--- src/rtl/bru_defs.sv ---
// Shared definitions for the branch resolve unit.
// Holds the default PC width, the instruction size used for fall-through,
// the FSM state encoding and the queue entry layout
// {pc, pred_taken, pred_target}, which is 2*XLEN+1 bits wide.
package bru_defs;

    localparam int BRU_XLEN    = 32;
    localparam int INSTR_BYTES = 4;

    typedef enum logic {
        RUN   = 1'b0,
        FLUSH = 1'b1
    } bru_state_e;

    // Entry layout at the default XLEN. The top redeclares the same field
    // order locally so that a non-default XLEN works too.
    typedef struct packed {
        logic [BRU_XLEN-1:0] pc;
        logic                pred_taken;
        logic [BRU_XLEN-1:0] pred_target;
    } bru_entry_t;

    function automatic int entry_width(input int xlen);
        return 2 * xlen + 1;
    endfunction

endpackage

--- src/rtl/branch_resolve_unit_if.sv ---
// Bus between the branch resolve unit and fetch / execute / predictor.
// slave  : the resolve unit side (consumes push/resolve, drives update/flush)
// master : the environment side (fetch, execute, predictor)
// Signals: push_* from fetch, res_* from execute, upd_* to the predictor,
// flush/redirect_pc to fetch, res_underflow as an error pulse, count as
// queue occupancy.
interface branch_resolve_unit_if #(
    parameter int XLEN     = 32,
    parameter int PTR_BITS = 2
);
    logic            push_valid;
    logic            push_ready;
    logic [XLEN-1:0] push_pc;
    logic            push_pred_taken;
    logic [XLEN-1:0] push_pred_target;
    logic            res_valid;
    logic            res_taken;
    logic [XLEN-1:0] res_target;
    logic            upd_valid;
    logic            upd_taken;
    logic [XLEN-1:0] upd_pc;
    logic            flush;
    logic [XLEN-1:0] redirect_pc;
    logic            res_underflow;
    logic [PTR_BITS:0] count;

    modport slave (
        input  push_valid, push_pc, push_pred_taken, push_pred_target,
        input  res_valid, res_taken, res_target,
        output push_ready, upd_valid, upd_taken, upd_pc,
        output flush, redirect_pc, res_underflow, count
    );

    modport master (
        output push_valid, push_pc, push_pred_taken, push_pred_target,
        output res_valid, res_taken, res_target,
        input  push_ready, upd_valid, upd_taken, upd_pc,
        input  flush, redirect_pc, res_underflow, count
    );
endinterface

--- src/rtl/bru_fifo.sv ---
// Synchronous DEPTH-entry circular FIFO for in-flight branch records.
// Ports: clk, rst (sync active-high), clear (drop all entries), push/din,
// pop, dout (entry at read pointer, valid when !empty), count, empty, full.
// The caller guarantees push only when !full and pop only when !empty;
// same-cycle push and pop leave count unchanged.
module bru_fifo #(
    parameter int DEPTH    = 4,
    parameter int PTR_BITS = 2,
    parameter int W        = 65
) (
    input  logic              clk,
    input  logic              rst,
    input  logic              clear,
    input  logic              push,
    input  logic [W-1:0]      din,
    input  logic              pop,
    output logic [W-1:0]      dout,
    output logic [PTR_BITS:0] count,
    output logic              empty,
    output logic              full
);
    localparam logic [PTR_BITS:0]   DEPTH_C = (PTR_BITS+1)'(DEPTH);
    localparam logic [PTR_BITS:0]   CNT_ONE = (PTR_BITS+1)'(1);
    localparam logic [PTR_BITS-1:0] PTR_ONE = PTR_BITS'(1);

    logic [W-1:0]          mem [DEPTH];
    logic [PTR_BITS-1:0]   rd_ptr, wr_ptr;
    logic [PTR_BITS:0]     cnt_q;

    assign dout  = mem[rd_ptr];
    assign count = cnt_q;
    assign empty = (cnt_q == '0);
    assign full  = (cnt_q == DEPTH_C);

    // Storage needs no reset: occupancy alone decides what is valid.
    always_ff @(posedge clk) begin
        if (push)
            mem[wr_ptr] <= din;
    end

    always_ff @(posedge clk) begin
        if (rst || clear) begin
            rd_ptr <= '0;
            wr_ptr <= '0;
            cnt_q  <= '0;
        end else begin
            if (push) wr_ptr <= wr_ptr + PTR_ONE;
            if (pop)  rd_ptr <= rd_ptr + PTR_ONE;
            case ({push, pop})
                2'b10:   cnt_q <= cnt_q + CNT_ONE;
                2'b01:   cnt_q <= cnt_q - CNT_ONE;
                default: cnt_q <= cnt_q;
            endcase
        end
    end
endmodule

--- src/rtl/branch_resolve_unit.sv ---
// Branch resolve unit: queues every predicted branch from fetch in order,
// compares the oldest one against the outcome from execute, updates the
// 2-bit-counter predictor and flushes/redirects fetch on a mispredict.
// Ports: clk, rst_n (synchronous, active-HIGH despite the name),
// bus (branch_resolve_unit_if.slave).
// Optional: define BRU_STATS_EN to add stat_resolved / stat_mispredict
// free-running 32-bit counters.
module branch_resolve_unit
    import bru_defs::*;
#(
    parameter int DEPTH    = 4,
    parameter int PTR_BITS = 2,
    parameter int XLEN     = BRU_XLEN
) (
    input  logic clk,
    input  logic rst_n,
    branch_resolve_unit_if.slave bus
`ifdef BRU_STATS_EN
    ,
    output logic [31:0] stat_resolved,
    output logic [31:0] stat_mispredict
`endif
);
    typedef struct packed {
        logic [XLEN-1:0] pc;
        logic            pred_taken;
        logic [XLEN-1:0] pred_target;
    } entry_t;

    localparam int EW = $bits(entry_t);

    bru_state_e        state_q, state_d;
    entry_t            push_entry, head;
    logic [EW-1:0]     head_raw;
    logic [PTR_BITS:0] count;
    logic              empty, full;
    logic              push_ready;
    logic              res_fire, mispredict, mis_fire, underflow;
    logic              fifo_push, fifo_pop;

    logic              upd_valid_q, upd_taken_q, flush_q, underflow_q;
    logic [XLEN-1:0]   upd_pc_q, redirect_q;

    assign push_entry = '{pc:          bus.push_pc,
                          pred_taken:  bus.push_pred_taken,
                          pred_target: bus.push_pred_target};
    assign head = head_raw;

    // Depends only on state and occupancy, so a same-cycle resolve never
    // opens a slot while full.
    assign push_ready = (state_q == RUN) && !full;

    // Resolves are ignored entirely during the flush cycle.
    assign res_fire  = (state_q == RUN) && bus.res_valid && !empty;
    assign underflow = (state_q == RUN) && bus.res_valid &&  empty;

    assign mispredict = (head.pred_taken != bus.res_taken) ||
                        (bus.res_taken && (head.pred_target != bus.res_target));
    assign mis_fire   = res_fire && mispredict;

    // A mispredict clears the whole queue, so a same-cycle push is dropped
    // and the pop is subsumed by the clear.
    assign fifo_push = bus.push_valid && push_ready && !mis_fire;
    assign fifo_pop  = res_fire && !mispredict;

    bru_fifo #(
        .DEPTH    (DEPTH),
        .PTR_BITS (PTR_BITS),
        .W        (EW)
    ) u_fifo (
        .clk   (clk),
        .rst   (rst_n),
        .clear (mis_fire),
        .push  (fifo_push),
        .din   (push_entry),
        .pop   (fifo_pop),
        .dout  (head_raw),
        .count (count),
        .empty (empty),
        .full  (full)
    );

    always_ff @(posedge clk) begin
        if (rst_n) state_q <= RUN;
        else       state_q <= state_d;
    end

    always_comb begin
        state_d = state_q;
        case (state_q)
            RUN:     if (mis_fire) state_d = FLUSH;
            FLUSH:   state_d = RUN;
            default: state_d = RUN;
        endcase
    end

    always_ff @(posedge clk) begin
        if (rst_n) begin
            upd_valid_q <= 1'b0;
            upd_taken_q <= 1'b0;
            upd_pc_q    <= '0;
            flush_q     <= 1'b0;
            redirect_q  <= '0;
            underflow_q <= 1'b0;
        end else begin
            upd_valid_q <= res_fire;
            flush_q     <= mis_fire;
            underflow_q <= underflow;
            if (res_fire) begin
                upd_pc_q    <= head.pc;
                upd_taken_q <= bus.res_taken;
            end
            if (mis_fire)
                redirect_q <= bus.res_taken ? bus.res_target
                                            : head.pc + XLEN'(INSTR_BYTES);
        end
    end

`ifdef BRU_STATS_EN
    always_ff @(posedge clk) begin
        if (rst_n) begin
            stat_resolved   <= '0;
            stat_mispredict <= '0;
        end else begin
            if (res_fire) stat_resolved   <= stat_resolved + 32'd1;
            if (mis_fire) stat_mispredict <= stat_mispredict + 32'd1;
        end
    end
`endif

    assign bus.push_ready    = push_ready;
    assign bus.upd_valid     = upd_valid_q;
    assign bus.upd_taken     = upd_taken_q;
    assign bus.upd_pc        = upd_pc_q;
    assign bus.flush         = flush_q;
    assign bus.redirect_pc   = redirect_q;
    assign bus.res_underflow = underflow_q;
    assign bus.count         = count;
endmodule

--- src/flat_wrapper.sv ---
// flat-port wrapper written by rule: the top's interface ports become plain ports
module branch_resolve_unit_flat import bru_defs::*;
#(
    parameter int DEPTH    = 4,
    parameter int PTR_BITS = 2,
    parameter int XLEN     = BRU_XLEN
)
  (clk, rst_n, bus_push_valid, bus_push_pc, bus_push_pred_taken, bus_push_pred_target, bus_res_valid, bus_res_taken, bus_res_target, bus_push_ready, bus_upd_valid, bus_upd_taken, bus_upd_pc, bus_flush, bus_redirect_pc, bus_res_underflow, bus_count);
  branch_resolve_unit_if #(.XLEN(XLEN), .PTR_BITS(PTR_BITS)) bus_i ();
  input  logic clk;
  input  logic rst_n;
  input wire logic [$bits(bus_i.push_valid)-1:0] bus_push_valid;
  input wire logic [$bits(bus_i.push_pc)-1:0] bus_push_pc;
  input wire logic [$bits(bus_i.push_pred_taken)-1:0] bus_push_pred_taken;
  input wire logic [$bits(bus_i.push_pred_target)-1:0] bus_push_pred_target;
  input wire logic [$bits(bus_i.res_valid)-1:0] bus_res_valid;
  input wire logic [$bits(bus_i.res_taken)-1:0] bus_res_taken;
  input wire logic [$bits(bus_i.res_target)-1:0] bus_res_target;
  output wire logic [$bits(bus_i.push_ready)-1:0] bus_push_ready;
  output wire logic [$bits(bus_i.upd_valid)-1:0] bus_upd_valid;
  output wire logic [$bits(bus_i.upd_taken)-1:0] bus_upd_taken;
  output wire logic [$bits(bus_i.upd_pc)-1:0] bus_upd_pc;
  output wire logic [$bits(bus_i.flush)-1:0] bus_flush;
  output wire logic [$bits(bus_i.redirect_pc)-1:0] bus_redirect_pc;
  output wire logic [$bits(bus_i.res_underflow)-1:0] bus_res_underflow;
  output wire logic [$bits(bus_i.count)-1:0] bus_count;
  assign bus_i.push_valid = bus_push_valid;
  assign bus_i.push_pc = bus_push_pc;
  assign bus_i.push_pred_taken = bus_push_pred_taken;
  assign bus_i.push_pred_target = bus_push_pred_target;
  assign bus_i.res_valid = bus_res_valid;
  assign bus_i.res_taken = bus_res_taken;
  assign bus_i.res_target = bus_res_target;
  assign bus_push_ready = bus_i.push_ready;
  assign bus_upd_valid = bus_i.upd_valid;
  assign bus_upd_taken = bus_i.upd_taken;
  assign bus_upd_pc = bus_i.upd_pc;
  assign bus_flush = bus_i.flush;
  assign bus_redirect_pc = bus_i.redirect_pc;
  assign bus_res_underflow = bus_i.res_underflow;
  assign bus_count = bus_i.count;
  branch_resolve_unit #(.DEPTH(DEPTH), .PTR_BITS(PTR_BITS), .XLEN(XLEN)) u_core (.clk(clk), .rst_n(rst_n), .bus(bus_i));
endmodule
--- config.mk ---
export PLATFORM = sky130hd
export DESIGN_NAME = branch_resolve_unit_flat
export DESIGN_NICKNAME = d
export VERILOG_FILES = /design/src/rtl/bru_defs.sv /design/src/rtl/branch_resolve_unit_if.sv /design/src/rtl/bru_fifo.sv /design/src/rtl/branch_resolve_unit.sv /design/src/flat_wrapper.sv
export SDC_FILE = /design/constraint.sdc
export NUM_CORES = 1
export LEC_CHECK = 0
export CAP_MARGIN = 20
export CELL_PAD_IN_SITES_DETAIL_PLACEMENT = 1
export CELL_PAD_IN_SITES_GLOBAL_PLACEMENT = 1
export CORE_ASPECT_RATIO = 0.6
export CORE_UTILIZATION = 40
export DETAILED_ROUTE_END_ITERATION = 10
export PLACE_DENSITY_LB_ADDON = 0.1
export SLEW_MARGIN = 25
export SYNTH_ARGS = -nofsm -noshare
export SYNTH_HDL_FRONTEND = slang
export SYNTH_SLANG_ARGS = --single-unit
--- constraint.sdc ---
create_clock -name clk -period 3.9 [get_ports clk]
set_input_delay 0.39 -clock clk [delete_from_list [all_inputs] [get_ports clk]]
set_output_delay 0.39 -clock clk [all_outputs]
set_load 0.05 [all_outputs]
==> impl_metrics.tcl <==
set metrics [dict create \
    status "finished, final reports clean" \
    ys_types 58 \
    via_per_inst 5.39 \
    timing.rr.end "u_core.u_fifo.count[2]" \
    maxCapViolations 0 \
    drt_iter0_markers 567 \
    synthCells 880 \
    numCtsBuffers 35 \
    synthArstFlopShare 0 \
    fin_crit_sh 0.953 \
    cts-root-buf "clkbuf_16" \
    cp_num_buf_inv 2 \
    mostFrequentLayoutCell "edfxtp_1" \
    avgSynthCellArea_um2 15.8 \
    cts_tree "built" \
    irDropWorstVdd_mv 0.338 \
    regToRegSetupSlack_ps 180 \
    synth.top_cell.area_share 0.561 \
    multi_input_area_um2 4110 \
    yosysWarnings 0 \
    seq_area_frac_synth 0.674 \
    final_nets 1198 \
    synth_flop_cell "edfxtp_1" \
    die_h_um 146 \
    final_cell_mix "edfxtp_1, clkdlybuf4s50_1, nand2_1" \
    synth_area_um2 13900 \
    grtUsageMet3 0.0471 \
    overflow 0 \
    drive_gt1_frac 0.178 \
    cp_max_fo 9 \
    drv_slew 0 \
    fillCellCount 3261 \
    cts.sinks 338 \
    place_area_um2 16400 \
    crit_family "simple AND/OR/NAND/NOR gates" \
    slowest_stage "mux2i_1" \
    relSlewSlack 0.296 \
    core_area_um2 34000 \
    synth_area_leader_cell "edfxtp_1" \
    hp-class "reg -> reg" \
    synth-edff-count 260 \
    grt_use_total 0.228 \
    hold_path_end "u_core.bus.upd_pc[10]" \
    htreeDepth 2 \
    setup_viol 0 \
    die-area_um2 35500 \
    port_buffers 173 \
    path_class "reg -> reg" \
    setup-tns-final_ps 0 \
    finClkSkew_ps 20.2 \
    use_met2 0.334 \
    postCtsHoldBufs 0 \
    startpoint_type "flop" \
    clock_latency_ps 530 \
    worst_r2r_path_depth 15 \
    dieWidth_um 243 \
    dr_total_vias 8474 \
    global_route.usage.met1 0.346 \
    crit_chain "buf_12 -> mux2i_1 -> mux2i_1 -> a221o_1 -> nor4_1 -> nand4_1 -> o21ai_4 -> and2_1 -> ha_1 -> inv_1 -> fa_1 -> xor2_1 -> nor2_1 -> xnor2_1 -> nor2_1" \
    hpwlAfterDp_um 28300 \
    top_level_ports 174 \
    netlist_top_cells_area "edfxtp_1, dfxtp_1, mux4_2, mux2i_1, o32ai_2" \
    p_per_area_nw_per_um2 626 \
    hold_viol_final 0 \
    fin_area_um2 17700 \
    wl_per_cell_um 25.5 \
    ant_nets 0 \
    max_stage_delay_ps 470 \
    top_usage_layer "met1" \
    dr.pass1.iters 5 \
    hold_path.startpoint "u_core.bus.upd_pc[10]" \
    worstMarginPinSlew_ps 1060 \
    period_needed_ps 3720 \
    diodes 0 \
    leakagePower_nw 5.79 \
    drc 0 \
    final-seq-area_um2 9380 \
    syn2layout_area_growth_pct 27.4 \
    antenna_found_initial 0 \
    cts.clk_slew.worst_paths_ps 60 \
    grt_max_degree 45 \
    rsz0062_at_grt "false" \
    clockBufferDepth 3 \
    synth-seq-cells 338 \
    critical_path_arrival_ps 4110 \
    syn_nets 989 \
    gp_congestion 0.805 \
    worstHoldPathCells 2 \
    cp_data_required_time_ps 4300 \
    fmax_mhz 269 \
    fp-row-count 52 \
    worst_setup_path_end_kind "flop" \
    fin_util 0.522 \
    grt_pass1_vias 8698 \
    routed_wl_um 40000 \
    grt_pass1_wl_um 59200 \
    start_util 0.409 \
]
logic make-up after synthesis:
logic type	Yosys count	share of synthesized area
AO/OA/AOI/OAI	115	0.0682
flip-flops	338	0.674
multiplexers	104	0.126
AND/OR/NAND/NOR	165	0.0558
adder cells (fa/ha/maj)	7	0.00684
buffers and inverters	95	0.0345
XOR/XNOR	56	0.0353
stage by stage:
stage                     setup slack [ps]  cells  hold slack [ps]  power, mW
final                                  184   1573              458       11.1
after global routing                  56.5   1573              478       11.5
after CTS                             69.4   1567              460       11.2
after detailed placement               113   1505              450       7.60
after global placement                 154   1505              443       7.56
after floorplan                       32.9    880              469       6.41
layout make-up:
class                           count  share of cell area
Clock buffer                       43              0.0570
Sequential cell                   338               0.529
Tap cell                          459              0.0324
Multi-Input combinational cell    447               0.232
Clock inverter                     19              0.0123
Timing Repair Buffer              222               0.128
Inverter                           45             0.00953
what timing repair did:
action / 4_1_cts / 5_1_grt
setup buffers: 0 / 6
setup endpoints to repair: 0 / 1
resized for setup: 0 / 1
flip-flops by register name (all words and copies together), names as in the netlist, named ones only:
register,flops
u_core.u_fifo.rd_ptr,2
u_core.u_fifo.wr_ptr,2
u_core.state_q,1
u_core.bus.upd_valid,1
u_core.u_fifo.count,3
u_core.bus.upd_pc,32
u_core.u_fifo.mem,260
u_core.bus.res_underflow,1
u_core.bus.flush,1
u_core.bus.upd_taken,1
u_core.bus.redirect_pc,32
cell usage after synthesis (all sizes together), types with 5 or more instances:
library cell    n
a21oi          50
and3            5
buf            31
clkbuf         19
dfxtp          78
edfxtp        260
ha              6
inv            44
mux2            7
mux2i          43
mux4           54
nand2          79
nand3          13
nand4           8
nor2           32
o21ai           5
o32ai          32
xnor2          24
xor2           32
report_power, final:
| group | internal (mW) | switching (mW) |
|---|---|---|
| sequential | 4.43 | 0.197 |
| combinational | 1.04 | 1.85 |
| clock | 2.17 | 1.40 |
| total | 7.64 | 3.45 |
routing by layer:
layer | wire length (µm) | part of all wire
met2 | 17500 | 0.44
met3 | 2310 | 0.058
met4 | 858 | 0.021
met1 | 19400 | 0.49
met5 | 0 | 0
worst max-delay path by stage:
stage / startpoint / end / cells after the start
global placement: flop / u_core.u_fifo.count[2] / 15
global route: flop / u_core.u_fifo.count[2] / 15
detailed placement: flop / u_core.u_fifo.count[2] / 15
finish: flop / u_core.u_fifo.count[2] / 15
floorplan: flop / u_core.u_fifo.mem[0][0] / 12
CTS: flop / u_core.u_fifo.count[2] / 15
worst register-to-register path: cells and delay by family (launching register included):
kind,cells,cell delay (ps)
fa+ha+maj,2,580
compound gates,2,640
buf+inv,2,220
xor+xnor,2,290
simple gates,5,790
mux,2,630
flops,1,460
(Power assumes the default switching activity.)
